<file path="config.mk">
export PLATFORM = sky130hd
export DESIGN_NAME = pattern_pixel_source_flat
export DESIGN_NICKNAME = d
export VERILOG_FILES = /design/src/rtl/pattern_pkg.sv /design/src/rtl/pattern_pixel_source_if.sv /design/src/rtl/pat_byte_fifo.sv /design/src/rtl/pattern_pixel_source.sv /design/src/flat_wrapper.sv
export SDC_FILE = /design/constraint.sdc
export NUM_CORES = 1
export LEC_CHECK = 0
export ABC_AREA = 1
export CORE_MARGIN = 2
export CORE_UTILIZATION = 30
export DETAILED_ROUTE_END_ITERATION = 10
export SETUP_SLACK_MARGIN = 0.1
export SYNTH_ARGS = -nofsm -noshare
export SYNTH_HDL_FRONTEND = slang
export SYNTH_SLANG_ARGS = --single-unit
</file>
<file path="constraint.sdc">
create_clock -name CLK -period 6.99 [get_ports CLK]
set_input_delay 1.398 -clock CLK [delete_from_list [all_inputs] [get_ports CLK]]
set_output_delay 1.398 -clock CLK [all_outputs]
set_load 0.005 [all_outputs]
</file>
<file path="src/rtl/pattern_pkg.sv">
// Shared types and constants for the pattern pixel source.
package pattern_pkg;

  localparam logic RES_8BPP = 1'b0;
  localparam logic RES_4BPP = 1'b1;

  localparam int unsigned PAT_DEPTH = 2;

  typedef struct packed {
    logic [7:0] data;
    logic       res4;
  } pat_entry_t;

endpackage

</file>
<file path="src/rtl/pattern_pixel_source_if.sv">
// Pattern load / pixel handshake bundle between the data bus, write path and pixel source.
interface pattern_pixel_source_if #(
  parameter int unsigned PIXW = 8
);
  logic            LDPATL;
  logic [7:0]      ID;
  logic            RES4;
  logic            CMPEN;
  logic [7:0]      CMPCOL;
  logic            PIXTAKE;
  logic            CLROVR;
  logic [PIXW-1:0] PIXD;
  logic            PIXVALID;
  logic            INHIB;
  logic            PATFULL;
  logic            OVERRUN;

  modport master (
    output LDPATL, ID, RES4, CMPEN, CMPCOL, PIXTAKE, CLROVR,
    input  PIXD, PIXVALID, INHIB, PATFULL, OVERRUN
  );

  modport slave (
    input  LDPATL, ID, RES4, CMPEN, CMPCOL, PIXTAKE, CLROVR,
    output PIXD, PIXVALID, INHIB, PATFULL, OVERRUN
  );
endinterface

</file>
<file path="src/rtl/pat_byte_fifo.sv">
// Small synchronous FIFO of pattern entries; exposes the head and the entry behind it
// so the consumer can precompute its next registered outputs.
module pat_byte_fifo
  import pattern_pkg::*;
#(
  parameter int unsigned DEPTH = PAT_DEPTH,
  localparam int unsigned PtrW = $clog2(DEPTH),
  localparam int unsigned CntW = PtrW + 1
) (
  input  logic            clk_i,
  input  logic            rst_ni,
  input  logic            push_i,
  input  pat_entry_t      wdata_i,
  input  logic            pop_i,
  output pat_entry_t      head_o,
  output pat_entry_t      next_o,
  output logic            full_o,
  output logic            empty_o,
  output logic [CntW-1:0] count_o
);

  pat_entry_t            mem_q [DEPTH];
  pat_entry_t            mem_d [DEPTH];
  logic [PtrW-1:0]       wr_ptr_q, wr_ptr_d;
  logic [PtrW-1:0]       rd_ptr_q, rd_ptr_d;
  logic [CntW-1:0]       count_q, count_d;

  always_comb begin
    mem_d    = mem_q;
    wr_ptr_d = wr_ptr_q;
    rd_ptr_d = rd_ptr_q;
    count_d  = count_q;
    if (push_i) begin
      mem_d[wr_ptr_q] = wdata_i;
      wr_ptr_d        = wr_ptr_q + PtrW'(1);
    end
    if (pop_i) begin
      rd_ptr_d = rd_ptr_q + PtrW'(1);
    end
    count_d = count_q + CntW'(push_i) - CntW'(pop_i);
  end

  always_ff @(posedge clk_i or negedge rst_ni) begin
    if (!rst_ni) begin
      for (int i = 0; i < int'(DEPTH); i++) mem_q[i] <= '0;
      wr_ptr_q <= '0;
      rd_ptr_q <= '0;
      count_q  <= '0;
    end else begin
      mem_q    <= mem_d;
      wr_ptr_q <= wr_ptr_d;
      rd_ptr_q <= rd_ptr_d;
      count_q  <= count_d;
    end
  end

  assign head_o  = mem_q[rd_ptr_q];
  assign next_o  = mem_q[rd_ptr_q + PtrW'(1)];
  assign full_o  = (count_q == CntW'(DEPTH));
  assign empty_o = (count_q == '0);
  assign count_o = count_q;

endmodule

</file>
<file path="src/rtl/pattern_pixel_source.sv">
// Pattern data consumer: queues loaded bytes and serves 8bpp or 4bpp pixels with a
// transparency flag to the blitter write path.
module pattern_pixel_source
  import pattern_pkg::*;
#(
  parameter int unsigned DEPTH = PAT_DEPTH,
  parameter int unsigned PIXW  = 8
) (
  input  logic                   CLK,
  input  logic                   RESETL,
  pattern_pixel_source_if.slave  pat
);

  localparam int unsigned PtrW = $clog2(DEPTH);
  localparam int unsigned CntW = PtrW + 1;

  pat_entry_t      head, head_next, push_entry, nxt_head;
  logic [CntW-1:0] count, cnt_nxt;
  logic            full, empty;
  logic            load, take, retire, push, drop, valid_nxt, match;
  logic [3:0]      nib_val;
  logic [7:0]      byte_val;

  logic            nib_q, nib_d;
  logic [PIXW-1:0] pixd_q, pixd_d;
  logic            pixvalid_q, pixvalid_d;
  logic            inhib_q, inhib_d;
  logic            patfull_q, patfull_d;
  logic            overrun_q, overrun_d;

  pat_byte_fifo #(
    .DEPTH (DEPTH)
  ) u_fifo (
    .clk_i   (CLK),
    .rst_ni  (RESETL),
    .push_i  (push),
    .wdata_i (push_entry),
    .pop_i   (retire),
    .head_o  (head),
    .next_o  (head_next),
    .full_o  (full),
    .empty_o (empty),
    .count_o (count)
  );

  always_comb begin
    push_entry.data = pat.ID;
    push_entry.res4 = pat.RES4;

    load   = ~pat.LDPATL;
    take   = pat.PIXTAKE & ~empty;
    retire = take & ((head.res4 == RES_8BPP) | nib_q);
    // A retiring take frees a slot in the same edge, so a full queue can still accept.
    push   = load & (~full | retire);
    drop   = load & full & ~retire;

    nib_d = nib_q;
    if (take && head.res4 == RES_4BPP) nib_d = ~nib_q;

    cnt_nxt = count + CntW'(push) - CntW'(retire);

    // Outputs are registered from the head as it will be after this edge.
    nxt_head = head;
    if (retire) begin
      nxt_head = (count > CntW'(1)) ? head_next : push_entry;
    end else if (empty) begin
      nxt_head = push_entry;
    end
    valid_nxt = (cnt_nxt != '0);

    nib_val  = nib_d ? nxt_head.data[7:4] : nxt_head.data[3:0];
    byte_val = (nxt_head.res4 == RES_4BPP) ? {nib_val, nib_val} : nxt_head.data;
    match    = (nxt_head.res4 == RES_4BPP) ? (nib_val == pat.CMPCOL[3:0])
                                           : (nxt_head.data == pat.CMPCOL);

    pixvalid_d = valid_nxt;
    pixd_d     = valid_nxt ? PIXW'(byte_val) : '0;
    inhib_d    = pat.CMPEN & valid_nxt & match;
    patfull_d  = (cnt_nxt == CntW'(DEPTH));
    overrun_d  = drop | (overrun_q & ~pat.CLROVR);
  end

  always_ff @(posedge CLK or negedge RESETL) begin
    if (!RESETL) begin
      nib_q      <= 1'b0;
      pixd_q     <= '0;
      pixvalid_q <= 1'b0;
      inhib_q    <= 1'b0;
      patfull_q  <= 1'b0;
      overrun_q  <= 1'b0;
    end else begin
      nib_q      <= nib_d;
      pixd_q     <= pixd_d;
      pixvalid_q <= pixvalid_d;
      inhib_q    <= inhib_d;
      patfull_q  <= patfull_d;
      overrun_q  <= overrun_d;
    end
  end

  assign pat.PIXD     = pixd_q;
  assign pat.PIXVALID = pixvalid_q;
  assign pat.INHIB    = inhib_q;
  assign pat.PATFULL  = patfull_q;
  assign pat.OVERRUN  = overrun_q;

endmodule
</file>
<file path="src/flat_wrapper.sv">
// flat-port wrapper written by rule: the top's interface ports become plain ports
module pattern_pixel_source_flat import pattern_pkg::*;
#(
  parameter int unsigned DEPTH = PAT_DEPTH,
  parameter int unsigned PIXW  = 8
)
  (CLK, RESETL, pat_LDPATL, pat_ID, pat_RES4, pat_CMPEN, pat_CMPCOL, pat_PIXTAKE, pat_CLROVR, pat_PIXD, pat_PIXVALID, pat_INHIB, pat_PATFULL, pat_OVERRUN);
  pattern_pixel_source_if #(.PIXW(PIXW)) pat_i ();
  input  logic CLK;
  input  logic RESETL;
  input wire logic [$bits(pat_i.LDPATL)-1:0] pat_LDPATL;
  input wire logic [$bits(pat_i.ID)-1:0] pat_ID;
  input wire logic [$bits(pat_i.RES4)-1:0] pat_RES4;
  input wire logic [$bits(pat_i.CMPEN)-1:0] pat_CMPEN;
  input wire logic [$bits(pat_i.CMPCOL)-1:0] pat_CMPCOL;
  input wire logic [$bits(pat_i.PIXTAKE)-1:0] pat_PIXTAKE;
  input wire logic [$bits(pat_i.CLROVR)-1:0] pat_CLROVR;
  output wire logic [$bits(pat_i.PIXD)-1:0] pat_PIXD;
  output wire logic [$bits(pat_i.PIXVALID)-1:0] pat_PIXVALID;
  output wire logic [$bits(pat_i.INHIB)-1:0] pat_INHIB;
  output wire logic [$bits(pat_i.PATFULL)-1:0] pat_PATFULL;
  output wire logic [$bits(pat_i.OVERRUN)-1:0] pat_OVERRUN;
  assign pat_i.LDPATL = pat_LDPATL;
  assign pat_i.ID = pat_ID;
  assign pat_i.RES4 = pat_RES4;
  assign pat_i.CMPEN = pat_CMPEN;
  assign pat_i.CMPCOL = pat_CMPCOL;
  assign pat_i.PIXTAKE = pat_PIXTAKE;
  assign pat_i.CLROVR = pat_CLROVR;
  assign pat_PIXD = pat_i.PIXD;
  assign pat_PIXVALID = pat_i.PIXVALID;
  assign pat_INHIB = pat_i.INHIB;
  assign pat_PATFULL = pat_i.PATFULL;
  assign pat_OVERRUN = pat_i.OVERRUN;
  pattern_pixel_source #(.DEPTH(DEPTH), .PIXW(PIXW)) u_core (.CLK(CLK), .RESETL(RESETL), .pat(pat_i));
endmodule
</file>
# After elaboration in Yosys (flattened, before gate mapping)
# Cells that the tools add are included.
# classes
div,0
n_shift,0
bitwise_logic,21
n_mux,17
mul,0
eq_ne,4
n_addsub,4
order_cmp,5
n_reduce_logical,4
# ops
op,count
$mux 9,10
$bwmux 18,1
$mux 8,2
$demux 9 s1,1
$and 1x1->1,8
$eq 8x8->1,1
$not 1->1,7
$ge 2x2->1 const B,3
$not 1->2,3
$eq 2x2->1 const B,2
$eq 4x4->1,1
$mux 4,1
$or 1x1->1,3
$add 1x1->1 const B,2
$add 2x1->2,1
$gt 2x1->1 const B,1
$logic_and 1x1->1,2
$logic_not 2->1,1
$lt 2x1->1 const B,1
$mux 1,2
$reduce_bool 2->1,1
$sub 2x1->2,1
# totals
input_bits,23
output_inout_bits,12
register_bits,35
memories,0
ramBits,0
latch_bits,0
wordCells,68
mem_bits_ro,0

# Logic depth before layout (Yosys ltp)
# depth
word_depth,14
mapped_depth,18
ltp_nobuf,17

# By module
# From an unflattened synthesis, not the netlist that was laid out.
# hier_totals
hier_cells,375
area_unflattened_um2,2453.6
# modules_own_cells
mod,cells_each,area_per_inst_um2,instances,seq_area_each_um2
pattern_pixel_source,237,1310.0,1,325.3
pat_byte_fifo,138,1143.6,1,550.5

# Least setup slack after synthesis
# Ideal clock, no wire load.
# synth_path
path_type,input-to-reg
start,in pat_PIXTAKE
end,"reg u_core.inhib_q, in the netlist u_core.pat.INHIB"
n_path_buf,1
required_ns,6.874
cell_stages,16
setup_slack_ns,3.601
setup_ns,0.116
t_arrival_ns,3.274
path_cell_list,inv_1 > nor2_4 > nand2_2 > nand3_1 > nand2_2 > ha_1 > inv_1 > ha_1 > xor2_1 > xor2_1 > or2_2 > clkbuf_1 > nand2_1 > inv_1 > nand2_1 > nor2_1
# synth_between
elab_chain_cells,9
elab_cells_between_ends,16
cone_classes,add/sub (2); eq/ne (2); mux (4); bitwise (6); reduce/logical (2)
# synth_rtl
item,line,rtl
from (decl),flat_wrapper.sv:16,input wire logic [$bits(pat_i.PIXTAKE)-1:0] pat_PIXTAKE;
$and 1x1->1 (*),pattern_pixel_source.sv:51,take = pat.PIXTAKE & ~empty;
$and 1x1->1 (*),pattern_pixel_source.sv:52,retire = take & ((head.res4 == RES_8BPP) | nib_q);
$or 1x1->1,pattern_pixel_source.sv:54,push = load & (~full | retire);
$and 1x1->1,pattern_pixel_source.sv:54,
$add 2x1->2,pattern_pixel_source.sv:60,cnt_nxt = count + CntW'(push) - CntW'(retire);
$sub 2x1->2 (*),pattern_pixel_source.sv:60,
net u_core.cnt_nxt[1],pattern_pixel_source.sv:18,"logic [CntW-1:0] count, cnt_nxt;"
$reduce_bool 2->1 (*),pattern_pixel_source.sv:69,valid_nxt = (cnt_nxt != '0);
net u_core.pixvalid_d,pattern_pixel_source.sv:26,"logic pixvalid_q, pixvalid_d;"
$and 1x1->1 (*) (2 in a row),pattern_pixel_source.sv:78,inhib_d = pat.CMPEN & valid_nxt & match;
net u_core.inhib_d,pattern_pixel_source.sv:27,"logic inhib_q, inhib_d;"
to (signal assigned),pattern_pixel_source.sv:95,inhib_q <= inhib_d;
to (decl),pattern_pixel_source.sv:27,
# Mark *: on every way through the listed nets, which the timed path passes. The rest lies on a longest branch.
# A chain may end at the register's enable or synchronous reset.

# Final worst setup path
# layout_path
start,in pat_PIXTAKE
end,"reg u_core.pixd_q[4], in the netlist u_core.pat.PIXD[4]"
# layout_between
elab_chain_cells,8
elab_cells_between_ends,13
cone_classes,add/sub (2); mux (5); bitwise (4); reduce/logical (2)
# layout_rtl
item,line,rtl
$and 1x1->1 (*),pattern_pixel_source.sv:51,
$and 1x1->1 (*),pattern_pixel_source.sv:52,
$or 1x1->1,pattern_pixel_source.sv:54,
$and 1x1->1,pattern_pixel_source.sv:54,
$add 2x1->2,pattern_pixel_source.sv:60,
$sub 2x1->2 (*),pattern_pixel_source.sv:60,
net u_core.cnt_nxt[1],pattern_pixel_source.sv:18,
$reduce_bool 2->1 (*),pattern_pixel_source.sv:69,
$mux 8 (*),pattern_pixel_source.sv:77,pixd_d = valid_nxt ? PIXW'(byte_val) : '0;
net u_core.pixd_d[4],pattern_pixel_source.sv:25,"logic [PIXW-1:0] pixd_q, pixd_d;"
to (signal assigned),pattern_pixel_source.sv:93,pixd_q <= pixd_d;
to (decl),pattern_pixel_source.sv:25,
# Marks and branches as above.

==> impl.org <==
** Logic synthesis
- In the synthesized netlist the dominant register cell turns out to be sky130_fd_sc_hd__dfrtp_1.
- Synthesis produced a netlist with a net count of approximately 410.
- Of the post-synthesis cell area, the part taken by muxes is 0%.
- The synthesized netlist contains 26 unique library cells.
- Simple-gate share of the synthesized area :: roughly two fifths
- sky130_fd_sc_hd__nand2_1 is the most common cell in the netlist.
- Number of register bits inferred by synthesis :: 35
- Number of enable-type register cells in the synthesized netlist :: 0
- Library cell occupying the most area in the post-synthesis netlist :: sky130_fd_sc_hd__dfrtp_1
- After synthesis, the largest area contributor takes up 35.6% of total cell area.
- Seq/Total Area, Yosys :: a little over a third
- By area, the combinational part of the netlist is dominated by simple AND/OR/NAND/NOR gates.
- Leading cell types by count after synthesis :: sky130_fd_sc_hd__nand2_1, sky130_fd_sc_hd__nand3_1, sky130_fd_sc_hd__inv_1
- Summing the areas of all compound-gate instances in the mapped netlist gives 9.72% of the synthesized area.
- The synthesized netlist devotes 1.07% of its cell area to XOR and XNOR gates.
- Counting every instance in the synthesized netlist gives approximately 380.
- Netlist area before placement :: about 2500 µm²
- Top cells by area, synth :: sky130_fd_sc_hd__dfrtp_1, sky130_fd_sc_hd__nand2_1, sky130_fd_sc_hd__nand3_1, sky130_fd_sc_hd__inv_1, sky130_fd_sc_hd__o21ai_0
- Of all flip-flops after synthesis, the portion carrying an async set or reset was 100%.
- Yosys printed 0 warnings.
- The synthesized netlist devotes between 1 and 1.5% of its cell area to adder and majority cells.
- Post-synthesis area per instance :: 6.40 µm²

** Power and ir drop
- Worst voltage drop across the vdd grid :: roughly 0.15 mV
- Power per standard cell area :: around 520 nW/µm²
- Static leakage :: around 1.5 nW
- The completed layout was analyzed and its total power is 1.52 mW.

** Global routing
- Antenna violations before repair :: 0
- Entering global routing, the biggest net connects 36 pins.
- For this run the aggregate overflow at the end of global routing stands at 0.
- The first global-routing pass estimated 10300 µm of wire.
- Across every metal layer, demand over resource in global routing totals between 10 and 15%.
- Via count of the first global-routing pass :: around 2200

** Run status
- Run status :: completed

** Floorplan
- The total area inside the core boundary comes to just over 8000 µm².
- Number of top-level pins :: 35
- The initialized floorplan defines 33 standard-cell rows.
- Initial cell density of the core :: a little under a third
- The floorplan step set the die width to between 90 and 100 µm.
- Vertical die dimension :: ~95 µm
- Die Outline Area :: ~8900 µm²

** Route
- Detailed-route DRC error count :: 0
- Before antenna repair, the detailed router went through 4 iterations.
- The detail route stage leaves a number of antenna-violating nets equal to 0.
- The final layout contains routed wiring with a total length of approximately 6000 µm.
- First-iteration detailed-routing DRC count :: between 100 and 150
- Detailed-route wire length per cell :: between 10 and 15 µm
- Drt via density :: ~4.5
- For this block, the via count after detailed routing is ~2300.

** Cells and area
- Area grow syn2layout :: 19.4%
- Cells with a size suffix above 1 make up 6.78% of the layout.
- NumNets Final :: 437
- After filler insertion, the fill cell instance count of the layout stands at approximately 900.
- Layout Cells excl Fill :: around 520
- Final core utilization :: a little over a third
- Total inserted antenna cells :: 0

** Clocking
- Buffers added to address setup during post-CTS repair amount to 0.
- Root Buffer Master :: sky130_fd_sc_hd__clkbuf_8
- After clock tree synthesis, the clock-pin slew on the worst setup and hold paths is 70 ps.
- Count of instances resized after the clock tree is built :: 0
- Clock tree synthesis inserted a total of 5 buffers.
- CTS tree :: yes
- CTS Hold Bufs :: 0
- Maximum number of buffers from clock root to sink :: 2
- Clock tree sinks :: 35
- Clock latency on the worst-skew pair, taken at its later pin, is approximately 300 ps.
- In this run the number of H-tree levels came out at 2.

** Critical path
- The worst register-to-register path begins at u_core.u_fifo.rd_ptr_q.
- The largest individual stage delay along the critical path comes from the cell sky130_fd_sc_hd__clkdlybuf4s50_1.
- Cells on worst reg2reg path :: 15
- Data on the critical path is required at its endpoint by 7120 ps.
- Critical path launch point :: pat_PIXTAKE
- Following the worst setup path forward leads to its endpoint at u_core.pat.PIXD[4].
- Kind of start point of the critical path :: input pin
- For flop-to-flop paths, the worst setup slack is between 3000 and 4000 ps.
- Largest driver fanout on the critical path :: 16
- CP Cell Sequence :: clkdlybuf4s50_1, inv_1, nor2_4, nand2_2, nand3_1, nand2_2, ha_1, inv_1, ha_1, xor2_1, xor2_1, or2_2, o21ai_0, a31oi_1
- CP max stage delay :: approximately 500 ps
- CP Capture Type :: flop
- The endpoint identified for the worst register-to-register timing path is u_core.pat.PIXD[4].
- By startpoint and endpoint, the worst setup path is classified as input pin to flop.
- Data on the critical path arrives at its endpoint at 4060 ps.

** Timing
- Fin. max-slew vios :: 0
- Unrepaired setup endpoints after global routing :: false
- The final hold violation count is 0.
- Counting I/O delays and the setup requirement, the final critical path takes around 4000 ps.
- Largest clock skew in the final design :: roughly 10 ps
- The worst path uses 56.1% of the clock period.
- Setup violations remaining at the end of the flow were counted as 0.
- Peak Freq :: between 0.2 and 0.3 GHz
- Max_slew headroom :: around half
- After routing, the total negative slack on setup checks comes to 0 ps.
- Slew @ Worst Pin :: between 700 and 800 ps

** Flow run
- Max-cap violations :: 0

** Place
- The congestion estimate from routability-driven global placement came to 0.849.
- Number of port buffers :: 34
- Inst Count DP :: just over 500
- Hpwl dp :: 4640 µm

** Hold path
- Classification of the worst-slack hold path :: flop to flop
## through the flow
stage,worst slack [ps],area [µm²],hold WS (ps)
after CTS,3060,2940,551
after detailed placement,2750,2850,537
after global placement,2840,2850,542
after floorplan,3600,2460,490
final,3070,2940,549
after global routing,2840,2940,579
## metal layers
| metal | vias up | global-route usage [%] | routed length, µm |
|---|---|---|---|
| met5 | - | 0 | 0 |
| met4 | 0 | 5.43 | 82 |
| met3 | 6 | 2.71 | 239 |
| met2 | 47 | 23.1 | 2630 |
| met1 | 1048 | 20.2 | 3150 |
| li1 | 1247 | - | - |
## cell usage in the layout (no fill, tap or decap), types with 3 or more instances in the layout
cell,n
sky130_fd_sc_hd__a21boi_0,3
sky130_fd_sc_hd__a31oi_1,7
sky130_fd_sc_hd__nor2_4,3
sky130_fd_sc_hd__xor2_1,3
sky130_fd_sc_hd__a21oi_1,3
sky130_fd_sc_hd__nand3_1,47
sky130_fd_sc_hd__nand2_2,5
sky130_fd_sc_hd__clkbuf_8,5
sky130_fd_sc_hd__inv_1,44
sky130_fd_sc_hd__inv_2,3
sky130_fd_sc_hd__o21ai_0,24
sky130_fd_sc_hd__dfrtp_1,35
sky130_fd_sc_hd__nand2_1,171
sky130_fd_sc_hd__nor2_1,9
sky130_fd_sc_hd__clkdlybuf4s50_1,33
## sequential cells by signal, indices dropped and copies added, names as in the netlist
signal / cells
u_core.nib_q: 1
u_core.pat.INHIB: 1
u_core.pat.OVERRUN: 1
u_core.pat.PATFULL: 1
u_core.pat.PIXD: 8
u_core.pat.PIXVALID: 1
u_core.u_fifo.count_o: 2
u_core.u_fifo.mem_q: 18
u_core.u_fifo.rd_ptr_q: 1
u_core.u_fifo.wr_ptr_q: 1
## layout make-up
type | instances | area [µm²] | share of cell area (%)
repair buffers | 35 | 343 | 11.7
clock buffers | 5 | 68.8 | 2.34
well taps | 105 | 131 | 4.47
multi-input cells | 285 | 1310 | 44.4
flip-flops and latches | 35 | 876 | 29.8
clock inverters | 3 | 20.0 | 0.682
inverters | 50 | 193 | 6.56
## kinds of logic after synthesis
logic type	count (synthesis)
adder cells (fa/ha/maj)	2
flip-flops	35
AO/OA/AOI/OAI	41
XOR/XNOR	3
buffers and inverters	64
AND/OR/NAND/NOR	239
## how the worst min path moves through the flow
stage                            startpoint  slack [ps]                       to  cells after the start
floorplan           u_core.u_fifo.mem_q[13]         490  u_core.u_fifo.mem_q[13]                      2
CTS                      u_core.pat.OVERRUN         550       u_core.pat.OVERRUN                      2
global route             u_core.pat.OVERRUN         580       u_core.pat.OVERRUN                      2
finish                   u_core.pat.OVERRUN         550       u_core.pat.OVERRUN                      2
global placement    u_core.u_fifo.mem_q[15]         540  u_core.u_fifo.mem_q[15]                      2
detailed placement       u_core.pat.OVERRUN         540       u_core.pat.OVERRUN                      2
## where the power goes
part / switching, mW / internal (mW) / leakage (nW)
Clock: 0.0807 / 0.0694 / 0.0402
Sequential: 0.0627 / 0.309 / 0.428
Combinational: 0.639 / 0.361 / 1.06
## critical path: cells and delay by family
kind / cells / cell delay (ps)
adder cells (fa/ha/maj): 2 / 480
AO/OA/AOI/OAI: 2 / 210
XOR/XNOR: 2 / 300
buffers and inverters: 3 / 620
AND/OR/NAND/NOR: 5 / 1030
Note: power is estimated with default switching activity, not from simulation.
